`config.mk`:
```
export PLATFORM = sky130hd
export DESIGN_NAME = mul_wb_merge
export DESIGN_NICKNAME = d
export VERILOG_FILES = /design/src/rtl/mul_wb_merge_pkg.sv /design/src/rtl/res_fifo.sv /design/src/rtl/mul_wb_merge.sv
export SDC_FILE = /design/constraint.sdc
export NUM_CORES = 1
export LEC_CHECK = 0
export ABC_AREA = 1
export CAP_MARGIN = 20
export CELL_PAD_IN_SITES_DETAIL_PLACEMENT = 1
export CELL_PAD_IN_SITES_GLOBAL_PLACEMENT = 1
export CORE_AREA = 2 2 238 240
export DETAILED_ROUTE_END_ITERATION = 10
export DIE_AREA = 0 0 240 242
export GPL_TIMING_DRIVEN = 0
export PLACE_DENSITY = 0.81
export REMOVE_ABC_BUFFERS = 1
export SYNTH_ARGS = -nofsm -noshare
export SYNTH_HDL_FRONTEND = slang
export SYNTH_SLANG_ARGS = --single-unit
```
`constraint.sdc`:
```
create_clock -name clk -period 21.6 [get_ports clk]
set_input_delay 2.16 -clock clk [delete_from_list [all_inputs] [get_ports clk]]
set_output_delay 2.16 -clock clk [all_outputs]
set_load 0.005 [all_outputs]
```
`src/rtl/mul_wb_merge_pkg.sv`:
```
// Shared writeback types and the squash predicate used by every execution unit.
package mul_wb_merge_pkg;
    localparam int SQN_W   = 7;
    localparam int TAG_W   = 7;
    localparam int FLAGS_W = 4;
    localparam int DATA_W  = 32;

    typedef logic [SQN_W-1:0]   SqN;
    typedef logic [FLAGS_W-1:0] Flags;

    localparam Flags FLAGS_NONE = '0;

    typedef struct packed {
        logic [DATA_W-1:0] result;
        logic [TAG_W-1:0]  tagDst;
        SqN                sqN;
        Flags              flags;
        logic              doNotCommit;
        logic              valid;
    } RES_UOp;

    typedef struct packed {
        logic taken;
        SqN   sqN;
    } BranchProv;

    // Younger than the taken branch (sqN compared modulo wrap) means squashed.
    function automatic logic is_killed(input SqN uop_sqn, input BranchProv br);
        logic signed [SQN_W-1:0] d;
        d = uop_sqn - br.sqN;
        return br.taken && (d > 0);
    endfunction
endpackage

```
`src/rtl/res_fifo.sv`:
```
// Ordered result FIFO with push, pop and truncate-to-N; exposes entries in head-relative order.
module res_fifo
    import mul_wb_merge_pkg::*;
#(
    parameter  int DEPTH = 8,
    localparam int PTR_W = (DEPTH > 1) ? $clog2(DEPTH) : 1,
    localparam int CNT_W = $clog2(DEPTH + 1)
) (
    input  logic                   clk,
    input  logic                   rst,
    input  logic                   push,
    input  RES_UOp                 push_data,
    input  logic                   pop,
    input  logic                   trunc,
    input  logic [CNT_W-1:0]       trunc_cnt,
    output logic [CNT_W-1:0]       count,
    output RES_UOp                 head_data,
    output RES_UOp [DEPTH-1:0]     entries
);
    RES_UOp           mem [DEPTH];
    logic [PTR_W-1:0] head;
    logic [CNT_W-1:0] cnt_q, keep, keep_pop;

    // Sum stays below 2*DEPTH, so one conditional subtract wraps any DEPTH.
    function automatic logic [PTR_W-1:0] wrap_add(input logic [PTR_W-1:0] base, input int unsigned off);
        int unsigned s;
        s = int'(base) + off;
        if (s >= DEPTH) s = s - DEPTH;
        return PTR_W'(s);
    endfunction

    always_comb begin
        keep     = trunc ? trunc_cnt : cnt_q;
        keep_pop = keep - CNT_W'(pop);
    end

    always_ff @(posedge clk or negedge rst) begin
        if (!rst) begin
            head  <= '0;
            cnt_q <= '0;
        end else begin
            if (pop) head <= wrap_add(head, 1);
            cnt_q <= keep_pop + CNT_W'(push);
        end
    end

    // Push slot is taken relative to the pre-pop head, i.e. right after the survivors.
    always_ff @(posedge clk) begin
        if (push) mem[wrap_add(head, int'(keep))] <= push_data;
    end

    genvar i;
    generate
        for (i = 0; i < DEPTH; i++) begin : g_ent
            assign entries[i] = mem[wrap_add(head, i)];
        end
    endgenerate

    assign head_data = entries[0];
    assign count     = cnt_q;

    a_no_overflow: assert property (@(posedge clk) disable iff (!rst)
        !(push && keep_pop == CNT_W'(DEPTH)));
endmodule

```
`src/rtl/mul_wb_merge.sv`:
```
// Shares the result bus between ALU (always wins) and multiplier (FIFO-buffered), dropping squashed uops.
module mul_wb_merge
    import mul_wb_merge_pkg::*;
#(
    parameter int DEPTH    = 8,
    parameter int INFLIGHT = 3
) (
    input  logic      clk,
    input  logic      rst,
    input  BranchProv IN_branch,
    input  RES_UOp    IN_aluUop,
    input  RES_UOp    IN_mulUop,
    output logic      OUT_mulBusy,
    output RES_UOp    OUT_uop
);
    localparam int CNT_W = $clog2(DEPTH + 1);

    logic [CNT_W-1:0]   count, keep;
    RES_UOp             head;
    RES_UOp [DEPTH-1:0] entries;
    logic [DEPTH-1:0]   ent_live;
    logic               alu_ok, mul_ok, pop, push, bypass;
    RES_UOp             nxt;

    genvar i;
    generate
        for (i = 0; i < DEPTH; i++) begin : g_live
            assign ent_live[i] = (CNT_W'(i) < count) && !is_killed(entries[i].sqN, IN_branch);
        end
    endgenerate

    // Entries are sqN-ordered, so live entries are exactly the surviving head prefix.
    always_comb begin
        keep = '0;
        for (int k = 0; k < DEPTH; k++) keep = keep + CNT_W'(ent_live[k]);
    end

    always_comb begin
        alu_ok = IN_aluUop.valid && !is_killed(IN_aluUop.sqN, IN_branch);
        mul_ok = IN_mulUop.valid && !is_killed(IN_mulUop.sqN, IN_branch);
        pop    = !alu_ok && (keep != '0);
        bypass = !alu_ok && (keep == '0) && mul_ok;
        push   = mul_ok && !bypass;
        nxt    = '0;
        if (alu_ok)      nxt = IN_aluUop;
        else if (pop)    nxt = head;
        else if (bypass) nxt = IN_mulUop;
    end

    res_fifo #(.DEPTH(DEPTH)) u_fifo (
        .clk       (clk),
        .rst       (rst),
        .push      (push),
        .push_data (IN_mulUop),
        .pop       (pop),
        .trunc     (IN_branch.taken),
        .trunc_cnt (keep),
        .count     (count),
        .head_data (head),
        .entries   (entries)
    );

    always_ff @(posedge clk or negedge rst) begin
        if (!rst) OUT_uop <= '0;
        else      OUT_uop <= nxt;
    end

    assign OUT_mulBusy = (count >= CNT_W'(DEPTH - INFLIGHT));
endmodule

```
==> run_results.csv, run 1 <==
group,metric,value,unit
outcome,status,"complete, no violations",
setup_path,cp_common_cell,"sky130_fd_sc_hd__fa_1",
sta,fin_crit_sh,0.548,
setup_path,cp_max_fo,79,
grt,grt_start_max_net_pins,158,
grt,first_global_vias,19500,
clocking,cts_root_buffer,"sky130_fd_sc_hd__clkbuf_16",
synth,sequential_fraction_of_the_synthesis_area,0.605,
clocking,post_cts_resized,0,
sta,max_slew.worst_pin.slew,1.07,ns
synth,synth_top_cell_by_area,"sky130_fd_sc_hd__edfxtp_1",
run,maxCapViolCount,0,
floorplan,rows,87,
sta,setup_violations,0,
synth,synthTopCellsByArea,"sky130_fd_sc_hd__edfxtp_1, sky130_fd_sc_hd__nand2_1, sky130_fd_sc_hd__dfrtp_1",
synth,mappedNetlistArea,23100,um2
clocking,cts.repair_timing.setup_buffer_count,0,
synth,synth_ff_type,"sky130_fd_sc_hd__edfxtp_1",
clocking,cts_hold_buf,0,
sta,slew_headroom,0.286,
clocking,clock_latency,0.58,ns
grt,grt_pass1_wl,112000,um
clocking,clk_pin_slew,0.07,ns
detailed_routing,detail-route-antenna-nets,0,
setup_path,ff2ff_setup_slack,9.77,ns
floorplan,floorplan.initialDensity,0.414,
sta,layout_min_cycle_time,11.83,ns
setup_path,timing_worst_setup_path_type,"reg -> reg",
placement,place.gp.congestion,0.855,
synth,ys_top_cells_by_count,"sky130_fd_sc_hd__nand2_1, sky130_fd_sc_hd__edfxtp_1, sky130_fd_sc_hd__nor2_1",
floorplan,die_height,242,um
synth,synth_enable_flop_cells,416,
detailed_routing,drt_wl_cell,22.6,um
setup_path,critical-path-max-stage-delay,0.94,ns
setup_path,timing.critical_path.to_type,"flip-flop",
cells_and_area,fillerInstances,6107,
synth,synth.yosys.warnings,0,
synth,synth_largest_type_area_fraction,0.541,
sta,slew_viol_final,0,
setup_path,timing.critical_path.from_type,"flip-flop",
clocking,numClockSinks,475,
hold_path,min_path_type,"reg -> reg",
placement,dp.cells,3137,
grt,grt_antenna_before_repair,1,
placement,detailedPlacementHpwl,48700,um
grt,combined_global_route_utilization_of_all_metal_layers,0.249,
sta,final.setup_skew,0.0394,ns
floorplan,dieWidth,240,um
clocking,cts-root-to-sink-buffers,3,
synth,average_size_of_a_mapped_cell,10.2,um2
floorplan,floorplan.die_area,58100,um2
clocking,h_tree_depth,2,
cells_and_area,finalInstanceArea,27600,um2
setup_path,crit_required,21.87,ns
sta,finalHoldViolations,0,
synth,synthesis.instances,2261,
sta,rsz_0062_raised_after_global_routing,"false",
cells_and_area,nets,2631,
floorplan,io_count,167,
placement,place.port_buffers,166,
detailed_routing,detail_route.iter0.violations,1546,
detailed_routing,via_per_inst,5.66,
floorplan,coreArea,55700,um2
cells_and_area,drive_gt1_frac,0.0702,
detailed_routing,drcViolationCount,0,
synth,yosys.cell_types.count,43,
detailed_routing,first_pass_iters,5,
sta,fmax,0.0845,GHz
synth,async_flop_share,0.124,
setup_path,critPathArrivalTime,12.10,ns
detailed_routing,finalWirelength,73000,um
synth,ys_ff_latch,475,
cells_and_area,fin_cells,3223,
clocking,cts_tree,"yes",
clocking,tritoncts.num_buffers,45,
cells_and_area,areaGrowthSynthToFinish,19.6,%
detailed_routing,route.vias.total,18200,
placement,detailed_place.area,26100,um2
grt,global_route.overflow_total,0,
setup_path,slowest_stage,"sky130_fd_sc_hd__ha_1",
synth,yosys.cell_count.top_type,"sky130_fd_sc_hd__nand2_1",
-- cell families after synthesis --
group / Yosys count / synth area share
compound gates: 435 / 0.107
xor+xnor: 34 / 0.0135
fa+ha+maj: 88 / 0.0529
buf+inv: 230 / 0.0440
flops: 475 / 0.605
mux: 2 / 0.000867
simple gates: 997 / 0.177
-- state kept, by name, summed over array words and instances, names as in the netlist --
signal / cells
OUT_uop: 52
u_fifo.mem: 416
u_fifo.count: 4
u_fifo.head: 3
-- placed cells by master, fill, tap and decap left out, types with 6 or more instances in the layout --
cell type,count
sky130_fd_sc_hd__clkdlybuf4s50_1,165
sky130_fd_sc_hd__buf_4,8
sky130_fd_sc_hd__inv_1,108
sky130_fd_sc_hd__edfxtp_1,416
sky130_fd_sc_hd__clkinv_2,9
sky130_fd_sc_hd__a21oi_1,42
sky130_fd_sc_hd__fa_1,16
sky130_fd_sc_hd__xnor2_1,20
sky130_fd_sc_hd__buf_16,6
sky130_fd_sc_hd__o2111ai_1,46
sky130_fd_sc_hd__dfrtp_1,58
sky130_fd_sc_hd__xor2_1,12
sky130_fd_sc_hd__buf_6,41
sky130_fd_sc_hd__bufinv_16,6
sky130_fd_sc_hd__o21a_1,28
sky130_fd_sc_hd__o21ai_0,294
sky130_fd_sc_hd__ha_1,72
sky130_fd_sc_hd__inv_2,10
sky130_fd_sc_hd__nand3_1,196
sky130_fd_sc_hd__nor2_1,301
sky130_fd_sc_hd__clkbuf_16,47
sky130_fd_sc_hd__nand4_1,8
sky130_fd_sc_hd__nor3_2,8
sky130_fd_sc_hd__buf_12,6
sky130_fd_sc_hd__nor3_1,6
sky130_fd_sc_hd__clkinv_1,10
sky130_fd_sc_hd__o21ai_1,10
sky130_fd_sc_hd__nand2_1,452
-- layer usage --
metal  part of all wire  track usage
met3              0.055       0.0311
met5                  0            0
met4              0.037        0.102
met2               0.51        0.442
met1               0.40        0.306
-- critical path: cells and delay by family, from the launching register on --
family | cells | cell delay (ns)
fa+ha+maj | 9 | 4.34
xor+xnor | 2 | 0.41
compound gates | 3 | 0.80
buf+inv | 13 | 3.06
simple gates | 11 | 2.05
flops | 1 | 0.74
-- metrics by stage --
stage | TNS (ns) | hold WS, ns | util | setup WS, ns
2_1_floorplan | 0 | 0.566 | - | 4.41
3_3_place_gp | -2898.84 | 0.607 | 0.451 | -7.28
3_5_place_dp | 0 | 0.630 | 0.467 | 9.91
4_1_cts | 0 | 0.639 | 0.495 | 9.74
5_1_grt | 0 | 0.680 | 0.496 | 9.06
6_report | 0 | 0.631 | 0.496 | 9.77
-- worst paths after layout --
check / start / to / cells after the start
setup / recovery: u_fifo.head[0] / u_fifo.mem[3][19] / 38
hold reg to reg: u_fifo.mem[6][51] / OUT_uop[51] / 4
setup reg to reg: u_fifo.head[0] / u_fifo.mem[3][19] / 38
min in group asynchronous: rst / OUT_uop[3] / 1
hold / removal: u_fifo.mem[6][51] / OUT_uop[51] / 4
max in group asynchronous: rst / OUT_uop[8] / 2
-- layout make-up --
class                      count  area [um2]  share of cell area
tap                          756         946              0.0342
antenna                        1        2.50           0.0000906
multi-input combinational   1556        8160               0.295
timing repair buffer         231        2530              0.0917
clock buffer                  55        1240              0.0447
sequential                   475       14000               0.506
inverter                     120         460              0.0167
clock inverter                29         317              0.0115
Power of run 1 is not shown: default switching activity piles up to over one toggle a cycle in this logic, so the estimate is an artifact.
==> run 2: changes to the inputs <==
==> constraint.sdc (replaced) <==
create_clock -name clk -period 11.6 [get_ports clk]
set_input_delay 1.16 -clock clk [delete_from_list [all_inputs] [get_ports clk]]
set_output_delay 1.16 -clock clk [all_outputs]
set_load 0.005 [all_outputs]
==> run 2 against run 1 <==
  * Core utilization about the same
  * Die area did not move
  * Flip-flop and latch count unchanged
  * Critical path depth stayed put
  * Critical endpoint is now u_fifo.mem[0][38]
  * Final area about the same
  * Count of clock-buffer cells in the layout unchanged
==> run_results.csv, run 2 (synthesis gave the netlist of run 1 again) <==
group,metric,value,unit
detailed_routing,top_signal_layer_used,"met4",
clocking,cts_root_buffer,"sky130_fd_sc_hd__clkbuf_16",
detailed_routing,first_pass_iters,7,
detailed_routing,met3RoutedLength,3950,um
sta,slew_headroom,0.284,
setup_path,timing.critical_path.from_type,"flip-flop",
detailed_routing,detail_route.iter0.violations,1594,
run,maxCapViolCount,0,
clocking,tritoncts.num_buffers,45,
detailed_routing,finalWirelength,73000,um
detailed_routing,via_per_inst,5.65,
cells_and_area,largest-register,"u_fifo.mem",
cells_and_area,nets,2632,
cells_and_area,areaGrowthSynthToFinish,19.7,%
sta,slew_viol_final,0,
placement,place.gp.congestion,0.855,
cells_and_area,leading_cell_type_in_the_layout_fill_and_taps_excluded,"sky130_fd_sc_hd__nand2_1",
cells_and_area,number_of_flip_flops_under_the_largest_register_name,416,
cells_and_area,seqCellArea,14000,um2
detailed_routing,drt_wl_cell,22.6,um
sta,fin_crit_sh,0.948,
floorplan,coreArea,55700,um2
floorplan,floorplan.die_area,58100,um2
sta,finalHoldViolations,0,
clocking,clock_latency,0.58,ns
clocking,h_tree_depth,2,
clocking,cts.repair_timing.setup_buffer_count,0,
detailed_routing,wl_met1,28900,um
setup_path,slowest_stage,"sky130_fd_sc_hd__dfrtp_4",
detailed_routing,route.vias.total,18200,
clocking,cts-root-to-sink-buffers,3,
detailed_routing,dr_wl_met2,37400,um
clocking,cts_tree,"yes",
hold_path,min_path_type,"in -> async",
setup_path,critPathArrivalTime,11.27,ns
clocking,cts_hold_buf,0,
clocking,numClockSinks,475,
setup_path,timing_worst_setup_path_type,"reg -> reg",
floorplan,floorplan.initialDensity,0.414,
outcome,status,"complete, no violations",
cells_and_area,drive_gt1_frac,0.0713,
clocking,clk_pin_slew,0.07,ns
grt,grt_antenna_before_repair,1,
floorplan,io_count,167,
setup_path,timing.critical_path.to_type,"flip-flop",
detailed_routing,drcViolationCount,0,
grt,grt_pass1_wl,112000,um
detailed_routing,detail-route-antenna-nets,0,
floorplan,rows,87,
setup_path,critical-path-max-stage-delay,0.75,ns
floorplan,die_height,242,um
grt,global_route.overflow_total,0,
grt,grt_start_max_net_pins,158,
cells_and_area,final_util,0.496,
sta,setup_violations,0,
setup_path,crit_required,11.88,ns
sta,max_slew.worst_pin.slew,1.07,ns
grt,combined_global_route_utilization_of_all_metal_layers,0.249,
sta,layout_min_cycle_time,11.00,ns
setup_path,worst-r2r-cell-count,38,
floorplan,dieWidth,240,um
setup_path,cp_common_cell,"sky130_fd_sc_hd__fa_1",
sta,fmax,0.0909,GHz
setup_path,cp_max_fo,79,
sta,final.setup_skew,0.0382,ns
grt,first_global_vias,19500,
cells_and_area,fillerInstances,6102,
sta,rsz_0062_raised_after_global_routing,"true",
cells_and_area,most_frequent_cells_in_the_layout,"sky130_fd_sc_hd__nand2_1, sky130_fd_sc_hd__edfxtp_1, sky130_fd_sc_hd__nor2_1, sky130_fd_sc_hd__o21ai_0, sky130_fd_sc_hd__nand3_1",
cells_and_area,area_occupied_by_multi_input_gates,8180,um2
placement,detailedPlacementHpwl,48700,um
placement,place.port_buffers,166,
## run 2: cell count changes in the layout (fill, tap and decap cells not counted), sizes merged
cell / delta
clkinvlp: +2
inv: -1
## run 2: final timing paths
check                                       start                 to  slack [ns]
max in group asynchronous                     rst         OUT_uop[8]       10.53
worst min-delay path                          rst         OUT_uop[3]        0.48
worst max register to register     u_fifo.head[0]  u_fifo.mem[0][38]        0.60
min in group clk                u_fifo.mem[5][13]        OUT_uop[13]        0.64
worst max-delay path               u_fifo.head[0]  u_fifo.mem[0][38]        0.60
worst min register to register  u_fifo.mem[5][13]        OUT_uop[13]        0.64
## run 2: cell type report
type,count,share of cell area
Sequential cell,475,0.505
Multi-Input combinational cell,1556,0.296
Timing Repair Buffer,231,0.0916
Clock buffer,55,0.0447
Tap cell,756,0.0342
Inverter,120,0.0168
Clock inverter,29,0.0114
Timing Repair inverter,1,0.000181
Antenna cell,1,0.0000905
## run 2: what timing repair did
item,in CTS,in global routing
resized for setup,1,3
hold endpoints to repair,0,0
gates cloned,0,1
endpoints found under the setup margin,63,222
## run 2: critical path: cells and delay by family (launching register included)
kind            cells  cell delay [ns]
buf+inv            13             2.84
flops               1             0.75
fa+ha+maj           9             3.95
xor+xnor            2             0.40
simple gates       11             1.92
compound gates      3             0.71
## run 2: metrics by stage
step                 TNS, ns  std cells  worst slack [ns]  hold WS (ns)  area [um2]
floorplan           -2414.40       2151             -5.59         0.566       22500
global placement    -7629.69       3073            -17.28         0.607       25100
detailed placement     -1.91       3137           -0.0930         0.630       26100
CTS                        0       3221             0.107         0.467       27600
global route         -0.0850       3224           -0.0170         0.486       27700
finish                     0       3224             0.603         0.480       27700
## run 2: metal layers
layer  up-vias  track usage
met1      9146        0.306
li1       8213            -
met2       660        0.442
met3       187       0.0311
met4         0        0.102
met5         -            0
Power of run 2 is left out for the same reason.
==> run 3: changes to the inputs <==
--- a/config.mk
+++ b/config.mk
@@ -15,6 +15,7 @@
 export GPL_TIMING_DRIVEN = 0
 export PLACE_DENSITY = 0.81
 export REMOVE_ABC_BUFFERS = 1
+export SLEW_MARGIN = 25
 export SYNTH_ARGS = -nofsm -noshare
 export SYNTH_HDL_FRONTEND = slang
 export SYNTH_SLANG_ARGS = --single-unit
==> run 3 against run 2 <==
  * Worst hold slack improved by 0.010 ns
  * Count of clock-buffer cells in the layout up 10
  * Global-route usage up 0.36 points
  * Critical path depth fell by 1
  * First-iteration DRC count decreased by 8.3%
  * Non-clock buffer count rose by 16
  * Fmax grew 2.0%
  * Critical endpoint is now u_fifo.mem[2][19]
  * Largest cell class unchanged
==> run_results.csv, run 3 (synthesis gave the netlist of run 1 again) <==
group,metric,value,unit
setup_path,timing.critical_path.to_type,"flip-flop",
outcome,status,"complete, no violations",
sta,max_slew.worst_pin.slew,1.02,ns
cells_and_area,areaGrowthSynthToFinish,19.8,%
setup_path,critPathArrivalTime,11.05,ns
floorplan,die_height,242,um
floorplan,rows,87,
clocking,clk_pin_slew,0.06,ns
detailed_routing,top_signal_layer_used,"met5",
grt,global_route.overflow_total,0,
cells_and_area,nets,2649,
cells_and_area,most_frequent_cells_in_the_layout,"sky130_fd_sc_hd__nand2_1, sky130_fd_sc_hd__edfxtp_1, sky130_fd_sc_hd__nor2_1, sky130_fd_sc_hd__o21ai_0, sky130_fd_sc_hd__nand3_1",
setup_path,cp_max_fo,78,
sta,fin_hold_ws,0.490,ns
sta,rsz_0062_raised_after_global_routing,"false",
sta,fmax,0.0928,GHz
sta,slew_viol_final,0,
cells_and_area,finalInstanceArea,27700,um2
hold_path,min_path_type,"in -> async",
setup_path,cp_common_cell,"sky130_fd_sc_hd__fa_1",
floorplan,io_count,167,
detailed_routing,detail-route-antenna-nets,0,
detailed_routing,finalWirelength,74000,um
setup_path,worst-r2r-cell-count,37,
clocking,cts_hold_buf,0,
detailed_routing,dr_wl_met2,38100,um
floorplan,coreArea,55700,um2
cells_and_area,drive_gt1_frac,0.0773,
sta,layout_min_cycle_time,10.78,ns
grt,first_global_vias,19900,
clocking,h_tree_depth,2,
cells_and_area,leading_cell_type_in_the_layout_fill_and_taps_excluded,"sky130_fd_sc_hd__nand2_1",
floorplan,dieWidth,240,um
setup_path,crit_required,11.88,ns
placement,detailed_place.area,26000,um2
detailed_routing,wl_met1,29200,um
clocking,cts_root_buffer,"sky130_fd_sc_hd__clkbuf_16",
clocking,post_cts_resized,0,
clocking,numClockSinks,475,
grt,grt_start_max_net_pins,82,
detailed_routing,drt_wl_cell,22.8,um
clocking,cts-root-to-sink-buffers,3,
grt,grt_pass1_wl,113000,um
sta,final.setup_skew,0.0119,ns
sta,finalHoldViolations,0,
clocking,cts_tree,"yes",
detailed_routing,route.vias.total,18400,
setup_path,timing.critical_path.from_type,"flip-flop",
setup_path,critical-path-max-stage-delay,0.74,ns
detailed_routing,detail_route.iter0.violations,1462,
placement,detailedPlacementHpwl,49800,um
placement,place.port_buffers,166,
clocking,tritoncts.num_buffers,46,
detailed_routing,first_pass_iters,8,
setup_path,ff2ff_setup_slack,0.82,ns
cells_and_area,number_of_flip_flops_under_the_largest_register_name,416,
setup_path,timing_worst_setup_path_type,"reg -> reg",
run,maxCapViolCount,0,
detailed_routing,met3RoutedLength,4070,um
placement,place.gp.congestion,0.855,
sta,fin_tns_setup,0,ns
cells_and_area,largest-register,"u_fifo.mem",
sta,slew_headroom,0.318,
grt,combined_global_route_utilization_of_all_metal_layers,0.253,
floorplan,floorplan.initialDensity,0.414,
setup_path,slowest_stage,"sky130_fd_sc_hd__dfrtp_4",
clocking,clock_latency,0.58,ns
detailed_routing,drcViolationCount,0,
sta,fin_crit_sh,0.929,
clocking,cts.repair_timing.setup_buffer_count,0,
grt,grt_antenna_before_repair,5,
sta,setup_violations,0,
detailed_routing,via_per_inst,5.66,
floorplan,floorplan.die_area,58100,um2
## run 3: cell types whose count changed in the layout (fill, tap and decap cells not counted), moves of 3 or more
cell                       change
sky130_fd_sc_hd__buf_8         -4
sky130_fd_sc_hd__clkinv_2      -3
sky130_fd_sc_hd__clkinv_1      -6
sky130_fd_sc_hd__buf_6        -35
sky130_fd_sc_hd__clkbuf_1      +9
sky130_fd_sc_hd__buf_4        +55
## run 3: final timing paths
path	to	from
worst max-delay path	u_fifo.mem[2][19]	u_fifo.head[0]
worst min-delay path	OUT_uop[21]	rst
worst max register to register	u_fifo.mem[2][19]	u_fifo.head[0]
worst min register to register	OUT_uop[38]	u_fifo.mem[5][38]
max in group asynchronous	OUT_uop[25]	rst
min in group clk	OUT_uop[38]	u_fifo.mem[5][38]
## run 3: critical path: cells and delay by family (launching register included)
family                     cells  cell delay, ns
DFF                            1            0.74
buffers and inverters         13            3.10
xor gates and xnor gates       2            0.32
and+or+nand+nor               10            1.56
AOI/OAI and AO/OA              4            0.90
adders and majority gates      8            3.76
## run 3: routing by layer
| layer | GRT usage | vias up |
|---|---|---|
| met5 | 0 | - |
| met4 | 0.102 | 6 |
| met3 | 0.0368 | 179 |
| met2 | 0.454 | 620 |
| met1 | 0.303 | 9281 |
| li1 | - | 8271 |
## run 3: area by class of cell
type | count | area, um2
fillers | 6191 | 28100
flip-flops and latches | 475 | 14000
multi-input cells | 1556 | 8190
repair buffers | 247 | 2500
clock buffers | 65 | 1280
well taps | 756 | 946
inverters | 120 | 468
clock inverters | 21 | 303
repair inverters | 1 | 5.00
diodes | 2 | 5.00
## run 3: metrics by stage
step | setup WS, ns | util | instances
floorplan | -5.59 | - | 2151
global placement | -17.28 | 0.451 | 3073
detailed placement | 0.0644 | 0.467 | 3154
CTS | 0.0500 | 0.496 | 3240
global route | 0.234 | 0.497 | 3243
finish | 0.821 | 0.497 | 3243
Power of run 3 is left out for the same reason.
